## src/rtl/sobel_wr_packer_if.sv

```systemverilog
// Bus bundle between the Sobel filter, the write packer and the memory write port.
// Handshake: a word transfers on a CLK edge where OUT_VALID && OUT_READY; OUT_VALID never waits on OUT_READY.
interface sobel_wr_packer_if #(
    parameter int QDEPTH = 16
);
    localparam int LW = $clog2(QDEPTH) + 1;

    logic          FRAME_SYNC;
    logic          IN_VALID;
    logic [7:0]    IN_R;
    logic [7:0]    IN_G;
    logic [7:0]    IN_B;
    logic          OUT_VALID;
    logic          OUT_READY;
    logic [127:0]  OUT_DATA;
    logic [31:0]   OUT_ADDR;
    logic [LW-1:0] LEVEL;
    logic          OVERFLOW;
    logic          FRAME_DONE;
    logic          BUF_SEL;

    modport master (
        output FRAME_SYNC, IN_VALID, IN_R, IN_G, IN_B, OUT_READY,
        input  OUT_VALID, OUT_DATA, OUT_ADDR, LEVEL, OVERFLOW, FRAME_DONE, BUF_SEL
    );

    modport slave (
        input  FRAME_SYNC, IN_VALID, IN_R, IN_G, IN_B, OUT_READY,
        output OUT_VALID, OUT_DATA, OUT_ADDR, LEVEL, OVERFLOW, FRAME_DONE, BUF_SEL
    );
endinterface

```

## src/rtl/sobel_wr_packer.sv

```systemverilog
// Packs Sobel result pixels four at a time into addressed 128-bit words and queues them for memory.
// Optional double buffering of frames is enabled with the macro SOBEL_WRPACK_DBUF_EN.
module sobel_wr_packer #(
    parameter int          IMG_W     = 1600,
    parameter int          IMG_H     = 900,
    parameter logic [31:0] BASE_ADDR = 32'h0000_0000,
    parameter int          QDEPTH    = 16
) (
    input logic              CLK,
    input logic              RST_N,
    sobel_wr_packer_if.slave bus
);
    localparam int XW = (IMG_W > 1) ? $clog2(IMG_W) : 1;
    localparam int YW = (IMG_H > 1) ? $clog2(IMG_H) : 1;
    localparam int AW = $clog2(QDEPTH);
    localparam int LW = AW + 1;

    localparam logic [XW-1:0] X_LAST      = XW'(IMG_W - 1);
    localparam logic [YW-1:0] Y_LAST      = YW'(IMG_H - 1);
    localparam logic [LW-1:0] DEPTH_L     = LW'(QDEPTH);
    localparam logic [31:0]   LINE_BYTES  = 32'(IMG_W * 4);
    localparam logic [31:0]   FRAME_BYTES = 32'(IMG_W * IMG_H * 4);

    logic [XW-1:0]  r_x;
    logic [YW-1:0]  r_y;
    logic [95:0]    r_part;
    logic           r_ovf;
    logic           r_done;
    logic [127:0]   r_mem_data [QDEPTH];
    logic [31:0]    r_mem_addr [QDEPTH];
    logic [AW-1:0]  r_wr_ptr;
    logic [AW-1:0]  r_rd_ptr;
    logic [LW-1:0]  r_level;

    logic           w_buf_sel;
    logic [31:0]    w_pix;
    logic [1:0]     w_slot;
    logic           w_fill;
    logic           w_last;
    logic [127:0]   w_word;
    logic [31:0]    w_addr;
    logic           w_valid;
    logic           w_pop;
    logic           w_push_ok;

    // IMG_W is a multiple of 4 and FRAME_SYNC realigns X, so the pack slot is simply X mod 4.
    assign w_pix   = {8'h00, bus.IN_R, bus.IN_G, bus.IN_B};
    assign w_slot  = r_x[1:0];
    assign w_fill  = bus.IN_VALID && !bus.FRAME_SYNC && (w_slot == 2'd3);
    assign w_last  = (r_x == X_LAST) && (r_y == Y_LAST);
    assign w_word  = {w_pix, r_part};
    assign w_addr  = BASE_ADDR
                   + (w_buf_sel ? FRAME_BYTES : 32'd0)
                   + (32'(r_y) * LINE_BYTES)
                   + ((32'(r_x) & ~32'd3) << 2);

    assign w_valid   = (r_level != '0);
    assign w_pop     = w_valid && bus.OUT_READY;
    assign w_push_ok = w_fill && ((r_level != DEPTH_L) || w_pop);

`ifdef SOBEL_WRPACK_DBUF_EN
    logic r_buf;

    always_ff @(posedge CLK) begin
        if (!RST_N) begin
            r_buf <= 1'b0;
        end else if (w_fill && w_last) begin
            r_buf <= ~r_buf;
        end
    end

    assign w_buf_sel = r_buf;
`else
    assign w_buf_sel = 1'b0;
`endif

    // Pixel position and partial word; FRAME_SYNC takes priority over the strobe's position.
    always_ff @(posedge CLK) begin
        if (!RST_N) begin
            r_x    <= '0;
            r_y    <= '0;
            r_part <= '0;
            r_done <= 1'b0;
        end else begin
            r_done <= w_fill && w_last;
            if (bus.FRAME_SYNC) begin
                r_y <= '0;
                if (bus.IN_VALID) begin
                    r_x          <= XW'(1);
                    r_part[31:0] <= w_pix;
                end else begin
                    r_x <= '0;
                end
            end else if (bus.IN_VALID) begin
                case (w_slot)
                    2'd0:    r_part[31:0]  <= w_pix;
                    2'd1:    r_part[63:32] <= w_pix;
                    2'd2:    r_part[95:64] <= w_pix;
                    default: r_part        <= r_part;
                endcase
                if (r_x == X_LAST) begin
                    r_x <= '0;
                    r_y <= (r_y == Y_LAST) ? '0 : r_y + YW'(1);
                end else begin
                    r_x <= r_x + XW'(1);
                end
            end
        end
    end

    // Word FIFO; a full queue still accepts a push when the head leaves in the same cycle.
    always_ff @(posedge CLK) begin
        if (!RST_N) begin
            r_wr_ptr <= '0;
            r_rd_ptr <= '0;
            r_level  <= '0;
            r_ovf    <= 1'b0;
        end else begin
            if (w_push_ok) begin
                r_mem_data[r_wr_ptr] <= w_word;
                r_mem_addr[r_wr_ptr] <= w_addr;
                r_wr_ptr             <= r_wr_ptr + AW'(1);
            end
            if (w_pop) begin
                r_rd_ptr <= r_rd_ptr + AW'(1);
            end
            case ({w_push_ok, w_pop})
                2'b10:   r_level <= r_level + LW'(1);
                2'b01:   r_level <= r_level - LW'(1);
                default: r_level <= r_level;
            endcase
            if (w_fill && !w_push_ok) begin
                r_ovf <= 1'b1;
            end
        end
    end

    assign bus.OUT_VALID  = w_valid;
    assign bus.OUT_DATA   = w_valid ? r_mem_data[r_rd_ptr] : '0;
    assign bus.OUT_ADDR   = w_valid ? r_mem_addr[r_rd_ptr] : '0;
    assign bus.LEVEL      = r_level;
    assign bus.OVERFLOW   = r_ovf;
    assign bus.FRAME_DONE = r_done;
    assign bus.BUF_SEL    = w_buf_sel;
endmodule

```

## src/flat_wrapper.sv

```systemverilog
// flat-port wrapper written by rule: the top's interface ports become plain ports
module sobel_wr_packer_flat 
#(
    parameter int          IMG_W     = 1600,
    parameter int          IMG_H     = 900,
    parameter logic [31:0] BASE_ADDR = 32'h0000_0000,
    parameter int          QDEPTH    = 16
)
  (CLK, RST_N, bus_FRAME_SYNC, bus_IN_VALID, bus_IN_R, bus_IN_G, bus_IN_B, bus_OUT_READY, bus_OUT_VALID, bus_OUT_DATA, bus_OUT_ADDR, bus_LEVEL, bus_OVERFLOW, bus_FRAME_DONE, bus_BUF_SEL);
  sobel_wr_packer_if #(.QDEPTH(QDEPTH)) bus_i ();
  input logic CLK;
  input logic RST_N;
  input wire logic [$bits(bus_i.FRAME_SYNC)-1:0] bus_FRAME_SYNC;
  input wire logic [$bits(bus_i.IN_VALID)-1:0] bus_IN_VALID;
  input wire logic [$bits(bus_i.IN_R)-1:0] bus_IN_R;
  input wire logic [$bits(bus_i.IN_G)-1:0] bus_IN_G;
  input wire logic [$bits(bus_i.IN_B)-1:0] bus_IN_B;
  input wire logic [$bits(bus_i.OUT_READY)-1:0] bus_OUT_READY;
  output wire logic [$bits(bus_i.OUT_VALID)-1:0] bus_OUT_VALID;
  output wire logic [$bits(bus_i.OUT_DATA)-1:0] bus_OUT_DATA;
  output wire logic [$bits(bus_i.OUT_ADDR)-1:0] bus_OUT_ADDR;
  output wire logic [$bits(bus_i.LEVEL)-1:0] bus_LEVEL;
  output wire logic [$bits(bus_i.OVERFLOW)-1:0] bus_OVERFLOW;
  output wire logic [$bits(bus_i.FRAME_DONE)-1:0] bus_FRAME_DONE;
  output wire logic [$bits(bus_i.BUF_SEL)-1:0] bus_BUF_SEL;
  assign bus_i.FRAME_SYNC = bus_FRAME_SYNC;
  assign bus_i.IN_VALID = bus_IN_VALID;
  assign bus_i.IN_R = bus_IN_R;
  assign bus_i.IN_G = bus_IN_G;
  assign bus_i.IN_B = bus_IN_B;
  assign bus_i.OUT_READY = bus_OUT_READY;
  assign bus_OUT_VALID = bus_i.OUT_VALID;
  assign bus_OUT_DATA = bus_i.OUT_DATA;
  assign bus_OUT_ADDR = bus_i.OUT_ADDR;
  assign bus_LEVEL = bus_i.LEVEL;
  assign bus_OVERFLOW = bus_i.OVERFLOW;
  assign bus_FRAME_DONE = bus_i.FRAME_DONE;
  assign bus_BUF_SEL = bus_i.BUF_SEL;
  sobel_wr_packer #(.IMG_W(IMG_W), .IMG_H(IMG_H), .BASE_ADDR(BASE_ADDR), .QDEPTH(QDEPTH)) u_core (.CLK(CLK), .RST_N(RST_N), .bus(bus_i));
endmodule
```

## config.mk

```make
export PLATFORM = sky130hd
export DESIGN_NAME = sobel_wr_packer_flat
export DESIGN_NICKNAME = d
export VERILOG_FILES = /design/src/rtl/sobel_wr_packer_if.sv /design/src/rtl/sobel_wr_packer.sv /design/src/flat_wrapper.sv
export SDC_FILE = /design/constraint.sdc
export NUM_CORES = 2
export LEC_CHECK = 0
export ABC_AREA = 1
export CAP_MARGIN = 20
export CORE_UTILIZATION = 38
export CTS_CLUSTER_DIAMETER = 60
export DETAILED_ROUTE_END_ITERATION = 7
export MAX_ROUTING_LAYER = met4
export PLACE_DENSITY_LB_ADDON = 0.12
export SKIP_CTS_REPAIR_TIMING = 1
export SLEW_MARGIN = 10
export SYNTH_ARGS = -nofsm -noshare
export SYNTH_HDL_FRONTEND = slang
export SYNTH_SLANG_ARGS = --single-unit
```

## constraint.sdc

```tcl
create_clock -name CLK -period 7.4 [get_ports CLK]
set_clock_uncertainty 0.2 [all_clocks]
set_input_delay 1.48 -clock CLK [delete_from_list [all_inputs] [get_ports CLK]]
set_output_delay 1.48 -clock CLK [all_outputs]
set_load 0.01 [all_outputs]
```

After elaboration in Yosys (flattened, before gate mapping)

Memory sizes are Yosys's and may differ from the RTL's. A register that Yosys moved wholly into a read port is not among the register bits.
Index checks and enable logic that the tools add are counted.

Register bits: 116
Bits in writable memories: 2,048
Output and inout bits: 169
Logic and storage cells: 69
Memories kept: 2

Memory list:

| memory            | words | width | rd ports | clocked after Yosys merged registers in | write ports | line                  | RTL |
|---|---|---|---|---|---|---|---|
| u_core.r_mem_data | 16    | 104   | 1        | 1                                       | 1           | sobel_wr_packer.sv:29 | `logic [127:0] r_mem_data [QDEPTH];` |
| u_core.r_mem_addr | 16    | 24    | 1        | 1                                       | 1           | sobel_wr_packer.sv:30 | `logic [31:0] r_mem_addr [QDEPTH];` |

Add/subtract/negate cells: 7
Multiply operators: 1
Equal/unequal tests: 8
Multiplexer cells: 19
Bitwise operators: 2
Reductions and logical operators: 20

Operators by type and width:

| cell                                                | number |
|---|---|
| 2-to-1 mux 32 bit                                   | 5 |
| 2-to-1 mux 128 bit                                  | 1 |
| 2-to-1 mux 11 bit                                   | 3 |
| adder 23 x 13 -> 24 bit                             | 1 |
| 2-to-1 mux 4 bit                                    | 4 |
| multiplier 10 x 5 -> 15 bit, second input constant  | 1 |
| adder 11 x 1 -> 11 bit, second input constant       | 1 |
| equality test 11 bit, second input constant         | 1 |
| adder 10 x 1 -> 10 bit, second input constant       | 1 |
| equality test 10 bit, second input constant         | 1 |
| 2-to-1 mux 10 bit                                   | 1 |
| case mux 5 bit (2 select lines)                     | 1 |
| adder 4 x 1 -> 4 bit, second input constant         | 2 |
| logical AND 1 bit                                   | 7 |
| equality test 2 bit, second input constant          | 3 |
| AND reduction 3 bit                                 | 2 |
| nonzero test 2 bit                                  | 3 |
| adder 5 x 1 -> 5 bit, second input constant         | 1 |
| inequality test 5 bit, second input constant        | 1 |
| nonzero test 5 bit                                  | 1 |
| subtractor 5 x 1 -> 5 bit, second input constant    | 1 |
| equality test 2 x 1 -> 1 bit, second input constant | 2 |
| 2-to-1 mux 1 bit                                    | 4 |
| AND reduction 2 bit                                 | 2 |
| other kinds (5)                                     | 7 |

Logic depth before layout (Yosys ltp)

Depth in word-level cells: 7
Gate-level depth with buffers: 20
Gate-level depth less buffers: 20

Least setup slack after synthesis

Ideal clock, no wire load.

Path kind: input to register
Start: input bus_IN_VALID
End: memory u_core.r_mem_addr[0][10] (netlist name) (enable)
Arrival time: 7,059 ps
Required time: 6,608 ps
Slack: -452 ps
Cell stages on the path: 8
Buffers on the path: 0
Cells stage by stage: inv_2 -> nor2_4 -> nand2_1 -> inv_1 -> nand2_1 -> nor2_1 -> nand2_1 -> nor2_1

Word-level cells in the longest chain between the ends: 6

RTL lines:

| item                                   | line                   | RTL |
|---|---|---|
| start: declaration                     | flat_wrapper.sv:14     | `input wire logic [$bits(bus_i.IN_VALID)-1:0] bus_IN_VALID;` |
| logical AND 1 bit (2 in series)        | sobel_wr_packer.sv:49  | `assign w_fill = bus.IN_VALID && !bus.FRAME_SYNC && (w_slot == 2'd3);` |
| logical AND 1 bit                      | sobel_wr_packer.sv:59  | `assign w_push_ok = w_fill && ((r_level != DEPTH_L) \|\| w_pop);` |
| 2-to-1 mux 1 bit                       | sobel_wr_packer.sv:119 | `if (w_push_ok) begin` |
| 2-to-1 mux 1 bit                       | sobel_wr_packer.sv:113 | `if (!RST_N) begin` |
| 2-to-1 mux 1 bit (implied by the code) | sobel_wr_packer.sv:121 | `r_mem_addr[r_wr_ptr] <= w_addr;` |
| end: declaration                       | sobel_wr_packer.sv:30  |  |

No other way between the ends.

==> run_results.csv <==
group,metric,value,unit
status,status,"finished, final reports clean",
critical_path,worst_setup_path_end_kind,"primary output",
sta,hold_viol,0,
route,wl,231,mm
yosys,synth.yosys.seq_area_share,0.744,
route,drc,0,
global_route,grt_usage,0.226,
sta,tns,0,ns
pwr,cellLeakagePower,28.4,nW
critical_path,crit_type,"flip-flop to primary output",
critical_path,ff2ff_setup_slack,3.24,ns
placement,placedCellCount,8344,
yosys,synthArstFlopShare,0,
route,num_vias,49293,
pwr,p_seq_frac,0.417,
clock_network,clock-sinks,1968,
yosys,yosys-top-cells-area,"edfxtp_1 (72%), o21ai_0 (6.2%), nor2_1 (5.0%), o221ai_1 (3.7%), dfxtp_1 (2.9%)",
route,wl_per_cell,26.4,um
clock_network,path_clk_slew,0.06,ns
yosys,ys_seq_elements,1968,
critical_path,start_kind,"flip-flop",
yosys,synth_top_area_share,0.715,
yosys,syn_avg_cell_area,13.4,um^2
yosys,synth_cell_types,43,
pwr,p_int,20.3,mW
clock_network,cts-root-buf,"clkbuf_16",
floorplanning,dieArea,207000,um^2
pwr,vdd_drop_max,421,uV
floorplanning,die_width,455,um
route,ant_nets,0,
pwr,pwr-share-clk,0.339,
pwr,netSwitchingPower,9.31,mW
final_layout,fillers,18271,
floorplanning,initial_core_util,0.384,
yosys,synth_edf_count,1856,
floorplanning,die_y,455,um
flow_run,cap_violations,0,
final_layout,drive_gt1_frac,0.0725,
sta,slew_violations,0,
final_layout,fin_util,0.438,
global_route,overflow,0,
sta,grt_setup_unrepaired,"false",
clock_network,ctsLongestPathBuffers,3,
yosys,synthesis.area,77900,um^2
clock_network,clk_latency,0.84,ns
pwr,p_sw_frac,0.315,
sta,max_freq,153,MHz
global_route,grt_max_degree,333,
route,vias_per_cell,5.64,
yosys,synthCells,5830,
sta,setup_viol,0,
sta,slew_headroom,0.0780,
final_layout,area_delta_synth_final,14.0,%
global_route,grt_pass1_wl,331,mm
placement,portBuffers,152,
yosys,yosys_warnings,0,
clock_network,cts_buffers,208,
pwr,p_per_area,333,nW/um^2
final_layout,stdcell_count,8739,
yosys,synth_area_leader_cell,"edfxtp_1",
route,first_pass_iters,7,
global_route,grt_pass1_vias,47725,
placement,place.gp.congestion,0.753,
floorplanning,core.rowCount,165,
clock_network,htree_levels,4,
sta,finalCritPeriodShare,0.882,
critical_path,cp_max_fo,78,
sta,worst_slew_pin_slew,1.38,ns
critical_path,cp.arrival,4.84,ns
min_path,hold_class,"flip-flop to flip-flop",
placement,dpl.hpwl,108,mm
floorplanning,coreArea,203000,um^2
floorplanning,pin_count,198,
final_layout,multi_input_area,17700,um^2
route,drtIter0Drc,5111,
critical_path,cp.required,5.72,ns
yosys,synthFlopType,"edfxtp_1",
final_layout,nNetsFinal,5975,
final_layout,regArea,58000,um^2
global_route,antenna_found_initial,17,
clock_network,cts_tree,"yes",
sta,final.min_clock_period,6.52,ns
pwr,p_comb_frac,0.244,
## area by class of cell
cell class | count | area share
inverter | 99 | 0.00503
clock inverter | 90 | 0.00890
multi-input combinational | 3337 | 0.199
tap | 2672 | 0.0376
clock buffer | 295 | 0.0648
timing repair buffer | 270 | 0.0320
antenna | 8 | 0.000225
sequential | 1968 | 0.653
## power groups by stage
stage / registers [mW] / clock network (mW) / logic (mW)
after floorplan: 12.4 / 0 / 4.18
after global placement: 12.6 / 0 / 7.25
after detailed placement: 12.6 / 0 / 7.29
after CTS: 12.3 / 10.2 / 7.31
after global routing: 12.3 / 10.6 / 7.86
final: 12.3 / 10.0 / 7.22
## state kept, by name, summed over array words and instances (netlist names), named ones only
signal	flops
u_core.r_part	72
u_core.r_x	11
u_core.r_rd_ptr	4
u_core.bus.LEVEL	5
u_core.bus.OVERFLOW	1
u_core.r_y	10
u_core.r_wr_ptr	4
u_core.r_mem_addr	320
u_core.bus.FRAME_DONE	1
u_core.r_mem_data	1536
## cells in the final DEF, fill, tap and decap left out, drive strengths merged, types with 2 or more instances in the layout
master         instances
xnor2                  6
o211ai               131
fa                     7
nor3                  12
clkinvlp               4
diode                  8
o21bai                 2
and3                   2
o21ai                973
dfxtp                112
o221ai               333
clkdlybuf4s50        151
a211oi                 2
ha                    55
nand3                191
edfxtp              1856
clkinv                69
nand4                  9
a21oi                195
conb                  45
buf                  119
inv                  107
nor3b                  3
clkbuf               295
o22ai                131
nor2                1044
xor2                  12
nand2                180
bufinv                 9
## final timing paths
check,start,endpoint,cells after the start
setup / recovery,flip-flop,bus_OUT_DATA[108],7
setup reg to reg,u_core.r_y[0],u_core.r_mem_addr[15][23],14
hold / removal,u_core.r_rd_ptr[3],flip-flop,2
hold reg to reg,u_core.r_rd_ptr[3],flip-flop,2
## critical path, cell delays in order, from the launching register on
cell and delay [ns]:
dfxtp_4 0.84, buf_4 0.72, buf_4 0.76, o21ai_0 0.19, o221ai_1 0.25, nand3_1 0.11, a21oi_1 0.43, clkdlybuf4s50_1 0.63
## per-layer routing
metal	global-route usage	part of all wire	routed length, um	vias to the layer above
li1	-	-	-	22142
met1	0.311	0.45	104000	25306
met2	0.349	0.47	107000	1543
met3	0.0334	0.060	13800	302
met4	0.0588	0.022	5140	0
met5	-	0	0	-
## logic make-up after synthesis
group                      after synthesis  share of synthesized area
xor gates and xnor gates                18                    0.00212
other                                    1                  0.0000481
buffers and inverters                  569                     0.0333
DFF                                   1968                      0.744
AOI/OAI and AO/OA                     1771                      0.136
and+or+nand+nor                       1441                     0.0736
adders and majority gates               62                     0.0106
## cell usage after synthesis (3+ instances only)
library cell,number
edfxtp_1,1856
nor2_1,1040
o21ai_0,965
o221ai_1,333
clkbuf_1,268
a21oi_1,195
nand3_1,189
nand2_1,179
o211ai_1,131
o22ai_1,131
dfxtp_1,112
buf_2,97
inv_1,93
buf_4,71
ha_1,55
clkbuf_2,21
nor3_1,12
xor2_1,11
nand4_1,9
buf_1,8
fa_1,7
o21ai_1,7
xnor2_1,6
buf_6,5
inv_2,4
nor2_2,3
## through the flow
step / power (mW) / hold slack, ns / cell area [um^2] / setup slack (ns)
after floorplan: 16.6 / 0.236 / 78100 / -0.452
after global placement: 19.8 / 0.240 / 82300 / 1.67
after detailed placement: 19.8 / 0.249 / 82300 / 1.67
after CTS: 29.9 / 0.258 / 88800 / 0.752
after global routing: 30.8 / 0.301 / 88800 / 0.535
final: 29.6 / 0.257 / 88900 / 0.875
(Power assumes the default switching activity.)
